<file path="src/rtl/spi_bus_bridge_pkg.sv">
// Shared opcodes, FSM state type and status-byte layout for the SPI-to-bus bridge.
package spi_bus_bridge_pkg;

  localparam logic [7:0] OP_WRITE      = 8'h01;
  localparam logic [7:0] OP_READ       = 8'h02;
  localparam logic [7:0] OP_WRITE_NEXT = 8'h03;
  localparam logic [7:0] OP_READ_NEXT  = 8'h04;
  localparam logic [7:0] OP_CLEAR_ERR  = 8'h05;

  typedef enum logic [2:0] {
    IDLE = 3'd0,
    ADDR = 3'd1,
    DATA = 3'd2,
    REQ  = 3'd3,
    RESP = 3'd4
  } state_t;

  localparam int STATUS_BUSY_BIT  = 7;
  localparam int STATUS_ERROR_BIT = 6;
  localparam int STATUS_RDV_BIT   = 5;

  function automatic logic [7:0] status_byte(input logic busy, input logic error,
                                             input logic rd_valid);
    logic [7:0] s;
    s = 8'h00;
    s[STATUS_BUSY_BIT]  = busy;
    s[STATUS_ERROR_BIT] = error;
    s[STATUS_RDV_BIT]   = rd_valid;
    return s;
  endfunction

endpackage

</file>
<file path="src/rtl/spi_byte_shifter.sv">
// SPI mode-0 slave byte engine: synchronises the pins, shifts MOSI in on rising
// sclk, shifts the response out on falling sclk and flags each completed byte.
module spi_byte_shifter (
  input  logic       clk,
  input  logic       reset,
  input  logic       sclk,
  input  logic       cs_n,
  input  logic       rx,
  input  logic       tx_load,
  input  logic [7:0] tx_data,
  output logic [7:0] rx_byte,
  output logic       byte_valid,
  output logic       tx
);

  logic [2:0] sclk_sync_r;
  logic [1:0] cs_sync_r;
  logic [1:0] rx_sync_r;
  logic [7:0] rx_shift_r;
  logic [7:0] rx_byte_r;
  logic [7:0] tx_shift_r;
  logic [2:0] bit_cnt_r;
  logic       byte_valid_r;
  logic       sclk_rise_s;
  logic       sclk_fall_s;
  logic       cs_active_s;

  assign sclk_rise_s = sclk_sync_r[1] & ~sclk_sync_r[2];
  assign sclk_fall_s = ~sclk_sync_r[1] & sclk_sync_r[2];
  assign cs_active_s = ~cs_sync_r[1];

  // Pin synchronisers, rx shifting, bit counting and tx shifting.
  always_ff @(posedge clk) begin
    if (reset) begin
      sclk_sync_r  <= 3'b000;
      cs_sync_r    <= 2'b11;
      rx_sync_r    <= 2'b00;
      rx_shift_r   <= 8'h00;
      rx_byte_r    <= 8'h00;
      tx_shift_r   <= 8'h00;
      bit_cnt_r    <= 3'd0;
      byte_valid_r <= 1'b0;
    end else begin
      sclk_sync_r  <= {sclk_sync_r[1:0], sclk};
      cs_sync_r    <= {cs_sync_r[0], cs_n};
      rx_sync_r    <= {rx_sync_r[0], rx};
      byte_valid_r <= 1'b0;
      if (!cs_active_s) begin
        bit_cnt_r <= 3'd0;
      end else if (sclk_rise_s) begin
        rx_shift_r <= {rx_shift_r[6:0], rx_sync_r[1]};
        bit_cnt_r  <= bit_cnt_r + 3'd1;
        if (bit_cnt_r == 3'd7) begin
          byte_valid_r <= 1'b1;
          rx_byte_r    <= {rx_shift_r[6:0], rx_sync_r[1]};
        end
      end
      // The falling edge that closes a byte must not disturb the freshly loaded response.
      if (tx_load) begin
        tx_shift_r <= tx_data;
      end else if (cs_active_s && sclk_fall_s && (bit_cnt_r != 3'd0)) begin
        tx_shift_r <= {tx_shift_r[6:0], 1'b0};
      end
    end
  end

  assign rx_byte    = rx_byte_r;
  assign byte_valid = byte_valid_r;
  assign tx         = cs_active_s & tx_shift_r[7];

endmodule

</file>
<file path="src/rtl/spi_bus_bridge.sv">
// SPI-slave to req/ack system-bus bridge: command FSM and bus handshake.
// Optional bus_ack timeout is enabled by defining SPI_BUS_BRIDGE_TIMEOUT_EN.
module spi_bus_bridge
  import spi_bus_bridge_pkg::*;
#(
  parameter int ADDR_WIDTH     = 17,
  parameter int DATA_WIDTH     = 8,
  parameter int TIMEOUT_CYCLES = 1024
) (
  input  logic                  sys_clk,
  input  logic                  reset,
  input  logic                  spi_sclk,
  input  logic                  spi_cs_n,
  input  logic                  spi_rx,
  output logic                  spi_tx,
  output logic [ADDR_WIDTH-1:0] bus_addr,
  output logic [7:0]            bus_wr_data,
  input  logic [7:0]            bus_rd_data,
  output logic                  bus_rw_b,
  output logic                  bus_req,
  input  logic                  bus_ack,
  output logic                  busy,
  output logic                  error
);

  localparam int ADDR_BYTES = (ADDR_WIDTH + 7) / 8;
  localparam int ABITS      = ADDR_BYTES * 8;
  localparam int CNT_W      = $clog2(ADDR_BYTES + 1);

  if (DATA_WIDTH != 8) begin : g_dw_check
    $error("spi_bus_bridge: DATA_WIDTH must be 8");
  end
  if (TIMEOUT_CYCLES < 1) begin : g_tmo_check
    $error("spi_bus_bridge: TIMEOUT_CYCLES must be at least 1");
  end

  state_t                state_r, state_n;
  logic [ABITS-1:0]      acc_r, acc_n;
  logic [CNT_W-1:0]      addr_cnt_r, addr_cnt_n;
  logic [ADDR_WIDTH-1:0] target_r, target_n;
  logic [ADDR_WIDTH-1:0] last_addr_r, last_addr_n;
  logic [ADDR_WIDTH-1:0] bus_addr_r, bus_addr_n;
  logic [7:0]            wr_data_r, wr_data_n;
  logic [7:0]            rd_data_r, rd_data_n;
  logic                  rw_b_r, rw_b_n;
  logic                  req_r, req_n;
  logic                  error_r, error_n;
  logic                  rd_valid_r, rd_valid_n;
  logic [7:0]            rx_byte_s;
  logic                  byte_valid_s;
  logic [7:0]            tx_data_s;
  logic [ADDR_WIDTH-1:0] next_addr_s;

  assign next_addr_s = last_addr_r + ADDR_WIDTH'(1'b1);
  assign tx_data_s   = rd_valid_r ? rd_data_r : status_byte(state_r != IDLE, error_r, rd_valid_r);

  spi_byte_shifter u_shifter (
    .clk        (sys_clk),
    .reset      (reset),
    .sclk       (spi_sclk),
    .cs_n       (spi_cs_n),
    .rx         (spi_rx),
    .tx_load    (byte_valid_s),
    .tx_data    (tx_data_s),
    .rx_byte    (rx_byte_s),
    .byte_valid (byte_valid_s),
    .tx         (spi_tx)
  );

`ifdef SPI_BUS_BRIDGE_TIMEOUT_EN
  localparam int TW = $clog2(TIMEOUT_CYCLES + 1);
  logic [TW-1:0] tmo_cnt_r, tmo_cnt_n;
  logic          tmo_hit_s;
  assign tmo_hit_s = (tmo_cnt_r == TW'(TIMEOUT_CYCLES - 1));

  // Cycles spent waiting in REQ.
  always_ff @(posedge sys_clk) begin
    if (reset) begin
      tmo_cnt_r <= '0;
    end else begin
      tmo_cnt_r <= tmo_cnt_n;
    end
  end
`endif

  // Next-state and datapath decisions for the command FSM.
  always_comb begin
    state_n     = state_r;
    acc_n       = acc_r;
    addr_cnt_n  = addr_cnt_r;
    target_n    = target_r;
    last_addr_n = last_addr_r;
    bus_addr_n  = bus_addr_r;
    wr_data_n   = wr_data_r;
    rd_data_n   = rd_data_r;
    rw_b_n      = rw_b_r;
    req_n       = req_r;
    error_n     = error_r;
    if (byte_valid_s && rd_valid_r) begin
      rd_valid_n = 1'b0;
    end else begin
      rd_valid_n = rd_valid_r;
    end
`ifdef SPI_BUS_BRIDGE_TIMEOUT_EN
    tmo_cnt_n = '0;
`endif
    case (state_r)
      IDLE: begin
        if (byte_valid_s) begin
          case (rx_byte_s)
            OP_WRITE, OP_READ: begin
              rw_b_n     = (rx_byte_s == OP_READ);
              acc_n      = '0;
              addr_cnt_n = '0;
              state_n    = ADDR;
            end
            OP_WRITE_NEXT: begin
              rw_b_n   = 1'b0;
              target_n = next_addr_s;
              state_n  = DATA;
            end
            OP_READ_NEXT: begin
              rw_b_n     = 1'b1;
              bus_addr_n = next_addr_s;
              req_n      = 1'b1;
              state_n    = REQ;
            end
            OP_CLEAR_ERR: begin
              error_n = 1'b0;
            end
            default: begin
              error_n = 1'b1;
            end
          endcase
        end else begin
          state_n = IDLE;
        end
      end
      ADDR: begin
        if (byte_valid_s) begin
          // Bytes shifted past the top of the accumulator drop the excess high bits.
          acc_n      = (acc_r << 4'd8) | ABITS'(rx_byte_s);
          addr_cnt_n = addr_cnt_r + CNT_W'(1'b1);
          if (addr_cnt_r == CNT_W'(ADDR_BYTES - 1)) begin
            target_n = acc_n[ADDR_WIDTH-1:0];
            if (rw_b_r) begin
              bus_addr_n = acc_n[ADDR_WIDTH-1:0];
              req_n      = 1'b1;
              state_n    = REQ;
            end else begin
              state_n = DATA;
            end
          end else begin
            state_n = ADDR;
          end
        end else begin
          state_n = ADDR;
        end
      end
      DATA: begin
        if (byte_valid_s) begin
          wr_data_n  = rx_byte_s;
          bus_addr_n = target_r;
          req_n      = 1'b1;
          state_n    = REQ;
        end else begin
          state_n = DATA;
        end
      end
      REQ: begin
        if (byte_valid_s) begin
          error_n = 1'b1;
        end else begin
          error_n = error_r;
        end
        if (bus_ack) begin
          req_n       = 1'b0;
          last_addr_n = bus_addr_r;
          if (rw_b_r) begin
            rd_data_n  = bus_rd_data;
            rd_valid_n = 1'b1;
            state_n    = RESP;
          end else begin
            state_n = IDLE;
          end
        end else begin
`ifdef SPI_BUS_BRIDGE_TIMEOUT_EN
          if (tmo_hit_s) begin
            req_n   = 1'b0;
            error_n = 1'b1;
            state_n = IDLE;
            if (rw_b_r) begin
              rd_data_n  = 8'hFF;
              rd_valid_n = 1'b1;
            end else begin
              rd_valid_n = rd_valid_r;
            end
          end else begin
            tmo_cnt_n = tmo_cnt_r + TW'(1'b1);
          end
`else
          state_n = REQ;
`endif
        end
      end
      RESP: begin
        if (byte_valid_s) begin
          error_n = 1'b1;
        end else begin
          error_n = error_r;
        end
        state_n = IDLE;
      end
      default: begin
        state_n = IDLE;
        req_n   = 1'b0;
      end
    endcase
  end

  // Command FSM and bus-side registers.
  always_ff @(posedge sys_clk) begin
    if (reset) begin
      state_r     <= IDLE;
      acc_r       <= '0;
      addr_cnt_r  <= '0;
      target_r    <= '0;
      last_addr_r <= '0;
      bus_addr_r  <= '0;
      wr_data_r   <= 8'h00;
      rd_data_r   <= 8'h00;
      rw_b_r      <= 1'b1;
      req_r       <= 1'b0;
      error_r     <= 1'b0;
      rd_valid_r  <= 1'b0;
    end else begin
      state_r     <= state_n;
      acc_r       <= acc_n;
      addr_cnt_r  <= addr_cnt_n;
      target_r    <= target_n;
      last_addr_r <= last_addr_n;
      bus_addr_r  <= bus_addr_n;
      wr_data_r   <= wr_data_n;
      rd_data_r   <= rd_data_n;
      rw_b_r      <= rw_b_n;
      req_r       <= req_n;
      error_r     <= error_n;
      rd_valid_r  <= rd_valid_n;
    end
  end

  assign bus_addr    = bus_addr_r;
  assign bus_wr_data = wr_data_r;
  assign bus_rw_b    = rw_b_r;
  assign bus_req     = req_r;
  assign busy        = (state_r != IDLE);
  assign error       = error_r;

endmodule

</file>
<file path="config.mk">
export PLATFORM = sky130hd
export DESIGN_NAME = spi_bus_bridge
export DESIGN_NICKNAME = d
export VERILOG_FILES = /design/src/rtl/spi_bus_bridge_pkg.sv /design/src/rtl/spi_byte_shifter.sv /design/src/rtl/spi_bus_bridge.sv
export SDC_FILE = /design/constraint.sdc
export NUM_CORES = 1
export LEC_CHECK = 0
export BUFFER_PORTS_ARGS = -buffer_cell sky130_fd_sc_hd__buf_2
export CAP_MARGIN = 5
export CORE_ASPECT_RATIO = 0.75
export CORE_UTILIZATION = 50
export DETAILED_ROUTE_END_ITERATION = 10
export PLACE_DENSITY = 0.78
export SYNTH_ARGS = -nofsm -noshare
export SYNTH_HDL_FRONTEND = slang
export SYNTH_SLANG_ARGS = --single-unit
</file>
<file path="constraint.sdc">
create_clock -name sys_clk -period 2.35 [get_ports sys_clk]
set_input_delay 0.47 -clock sys_clk [delete_from_list [all_inputs] [get_ports sys_clk]]
set_output_delay 0.47 -clock sys_clk [all_outputs]
set_load 0.01 [all_outputs]
</file>
==> metrics.txt <==
status=complete, no violations; CTS tree=done; Primary FF master, synth=dfxtp_1; synth-to-layout area growth=19.0%; Die H=91.6 um; Max Clk Rate=448 MHz; critical path arrival=2.57 ns; grt total ovfl=0; Crit. End Element=flip-flop; Peak supply drop=0.000647 V; commonest cells after routing, fill and taps aside=nand2_1, dfxtp_1, a21oi_1; CP max stage delay=0.63 ns; Compound-Gate Fraction of Synth Area=19.8%; initial DRC count=526; die area=11,100 um2; Post-Route Skew=0.0108 ns; Cell variety after synth=61; syn avg cell area=8.29 um2; Ports=44; Critical Path RT=2.69 ns; core area=10,300 um2; clk buf depth=2; Initial Utilization=51.8%; post-layout minimum cycle time=2.23 ns; Die X=121 um; Core Rows=32; CP Class=flip-flop to flip-flop; post-route ant nets=0; Crit Path Max Fanout=23; cells on worst reg2reg path=6; max cap viols=0; Post-synth EDFFs=0; DP Worst Slack=0.0917 ns; Placer Congestion=0.888; slowest CP cell=or4_4; critical path, cell by cell=or4_4, o31ai_4, nand4_4, buf_12, or3_1, o211ai_1; DR vias=4,976; Rel. slew slack=47.5%; mux contribution to synthesized area=2.08%; ant diodes=0; Leak Pwr=2.30 nW; Netlist Area Pre-Place=5350 um2; largest family of logic cells by synthesized area=simple AND/OR/NAND/NOR gates; total global-route track usage=27.0%; Post-DP HPWL=9260 um; unrepaired setup endpoints after global routing=false; Pins Over Slew Limit=0; post-synthesis simple-gate area fraction=25.0%; Routed wire per std cell=17.0 um; PortBufs=43; Reg clk slew, reported paths=0.06 ns; measured slew at the worst slew-check pin=0.782 ns; residual DRC count=0; CTS H-tree lvls=4; post-synthesis sequential area ratio=44.5%; vias in the first global route=4,751; Detailed Routing Iterations Pass 1=5; Post-Synth Adder-Cell Area=1.17%; reg-to-reg slack, setup=0.12 ns; Async S/R FF share, synth=0%; Period Utilization, post-route=94.9%; Setup Buffers After CTS=0; Post-DP Area=5750 um2; total CTS buffers=17; routed vias/inst=5.96; Hold Crit Start=spi_cs_n; Cells on Worst Hold Path=2; post-synthesis register bit count=119; Hold Fails Final Rpt=0; Critical R2R Capture=bus_addr[16]$_SDFFE_PP0P_; final instance area=6370 um2; largest net degree at the start of global routing=56; first-pass GRT wire length=23,200 um; synthesis warning total=0; initial antenna violation count=0; CTS root buffer=clkbuf_16; share of cells above drive strength 1=16.2%; # setup viols final=0; # nets final=705; startpoint types=flip-flop; most common library cell in the layout ignoring fill and taps=nand2_1; setup slack after layout=0.119 ns; Syn Nets=665; setup TNS=0 ns; Post-Synth XOR/XNOR Area=2.94%; TritonCTS sink count=119; Syn Inst Count=646; Hold Path Class=input port to flip-flop; Power Dens Cells=754 nW/um2; reg-to-reg startpoint=u_shifter.rx_byte[3]$_SDFFE_PP0P_; hold path endpoint=u_shifter.cs_sync_r[0]$_SDFF_PP1_; Routed WL=14,200 um; clk_lat worst skew=0.41 ns
-- cells in the mapped netlist, types with 3 or more instances --
cell	number	area, um2
o41ai_1	3	26.3
a211o_1	9	78.8
inv_1	8	30.0
mux2i_1	10	100
a22o_1	12	105
o21ai_0	6	30.0
buf_2	3	15.0
dfxtp_1	119	2380
buf_6	3	33.8
nand2b_1	10	62.6
nor2b_1	11	68.8
nand3b_1	15	113
or3_1	13	81.3
o22ai_1	5	31.3
o211ai_1	8	60.1
or2_2	3	18.8
a21oi_1	77	385
nor3_1	14	70.1
nor2_1	53	199
ha_1	5	62.6
a221oi_1	4	35.0
nand2_1	121	454
clkbuf_1	40	150
xnor2_1	12	105
a22oi_1	8	60.1
buf_1	3	11.3
nand3_1	16	80.1
xor2_1	6	52.6
nand4_1	5	31.3
nor4_1	6	37.5
-- report_power, final --
group	internal (W)	switching, W
logic	0.0000201	0.0000424
clock network	0.00182	0.000893
registers	0.00202	0.00000307
total	0.00387	0.000939
-- critical path: cells and delay by family (launching register included) --
| family | cells | cell delay (ns) |
|---|---|---|
| simple gates | 3 | 1.18 |
| buf+inv | 1 | 0.23 |
| compound gates | 2 | 0.43 |
| flops | 1 | 0.32 |
-- routing by layer --
layer | GRT usage (%) | vias up | wire length [um]
li1 | - | 2353 | -
met2 | 41.5 | 233 | 6550
met3 | 6.34 | 35 | 1080
met4 | 12.3 | 0 | 368
met1 | 35.7 | 2355 | 6220
met5 | 0 | - | 0
-- how the worst max path moves through the flow --
stage,end,cells after the start,startpoint
after global routing,bus_addr[16]$_SDFFE_PP0P_,6,u_shifter.rx_byte[3]$_SDFFE_PP0P_
after detailed placement,target_r[10]$_SDFFE_PP0P_,6,u_shifter.rx_byte[3]$_SDFFE_PP0P_
after CTS,target_r[10]$_SDFFE_PP0P_,6,u_shifter.rx_byte[3]$_SDFFE_PP0P_
after floorplan,target_r[12]$_SDFFE_PP0P_,8,u_shifter.rx_byte[3]$_SDFFE_PP0P_
after global placement,target_r[10]$_SDFFE_PP0P_,6,u_shifter.rx_byte[3]$_SDFFE_PP0P_
final,bus_addr[16]$_SDFFE_PP0P_,6,u_shifter.rx_byte[3]$_SDFFE_PP0P_
-- registers in the layout, summed over array words and instances (netlist names), 2 cells and up --
name	flops
bus_addr	17
last_addr_r	17
target_r	17
acc_r	9
bus_wr_data	8
rd_data_r	8
u_shifter.rx_byte	8
u_shifter.tx_shift_r	8
u_shifter.rx_shift_r	7
state_r	3
u_shifter.bit_cnt_r	3
u_shifter.sclk_sync_r	3
addr_cnt_r	2
u_shifter.cs_sync_r	2
u_shifter.rx_sync_r	2
-- cell families after synthesis --
| kind of cell | after synthesis |
|---|---|
| adders and majority gates | 5 |
| xor gates and xnor gates | 18 |
| AOI/OAI and AO/OA | 156 |
| buffers and inverters | 57 |
| and+or+nand+nor | 280 |
| muxes | 11 |
| DFF | 119 |
-- per-stage QoR --
step / power, W / util (%) / hold WS, ns / instances
global placement: 0.00213 / 55.7 / 0.404 / 803
CTS: 0.00484 / 61.6 / 0.229 / 835
detailed placement: 0.00213 / 55.7 / 0.404 / 803
finish: 0.00481 / 61.7 / 0.250 / 835
global route: 0.00493 / 61.7 / 0.242 / 835
floorplan: 0.00211 / - / 0.389 / 646
-- timing repair --
| action | CTS | global route |
|---|---|---|
| resized for setup | 0 | 1 |
| endpoints found under the setup margin | 0 | 5 |
| hold buffers | 0 | 0 |
-- layout make-up --
type                            count  area [um2]
Clock buffer                       23         468
Clock inverter                      9         148
Fill cell                         885        3960
Inverter                            8        30.0
Multi-Input combinational cell    470        2740
Sequential cell                   119        2380
Tap cell                          136         170
Timing Repair Buffer               70         433
Note: power is estimated with default switching activity, not from simulation.
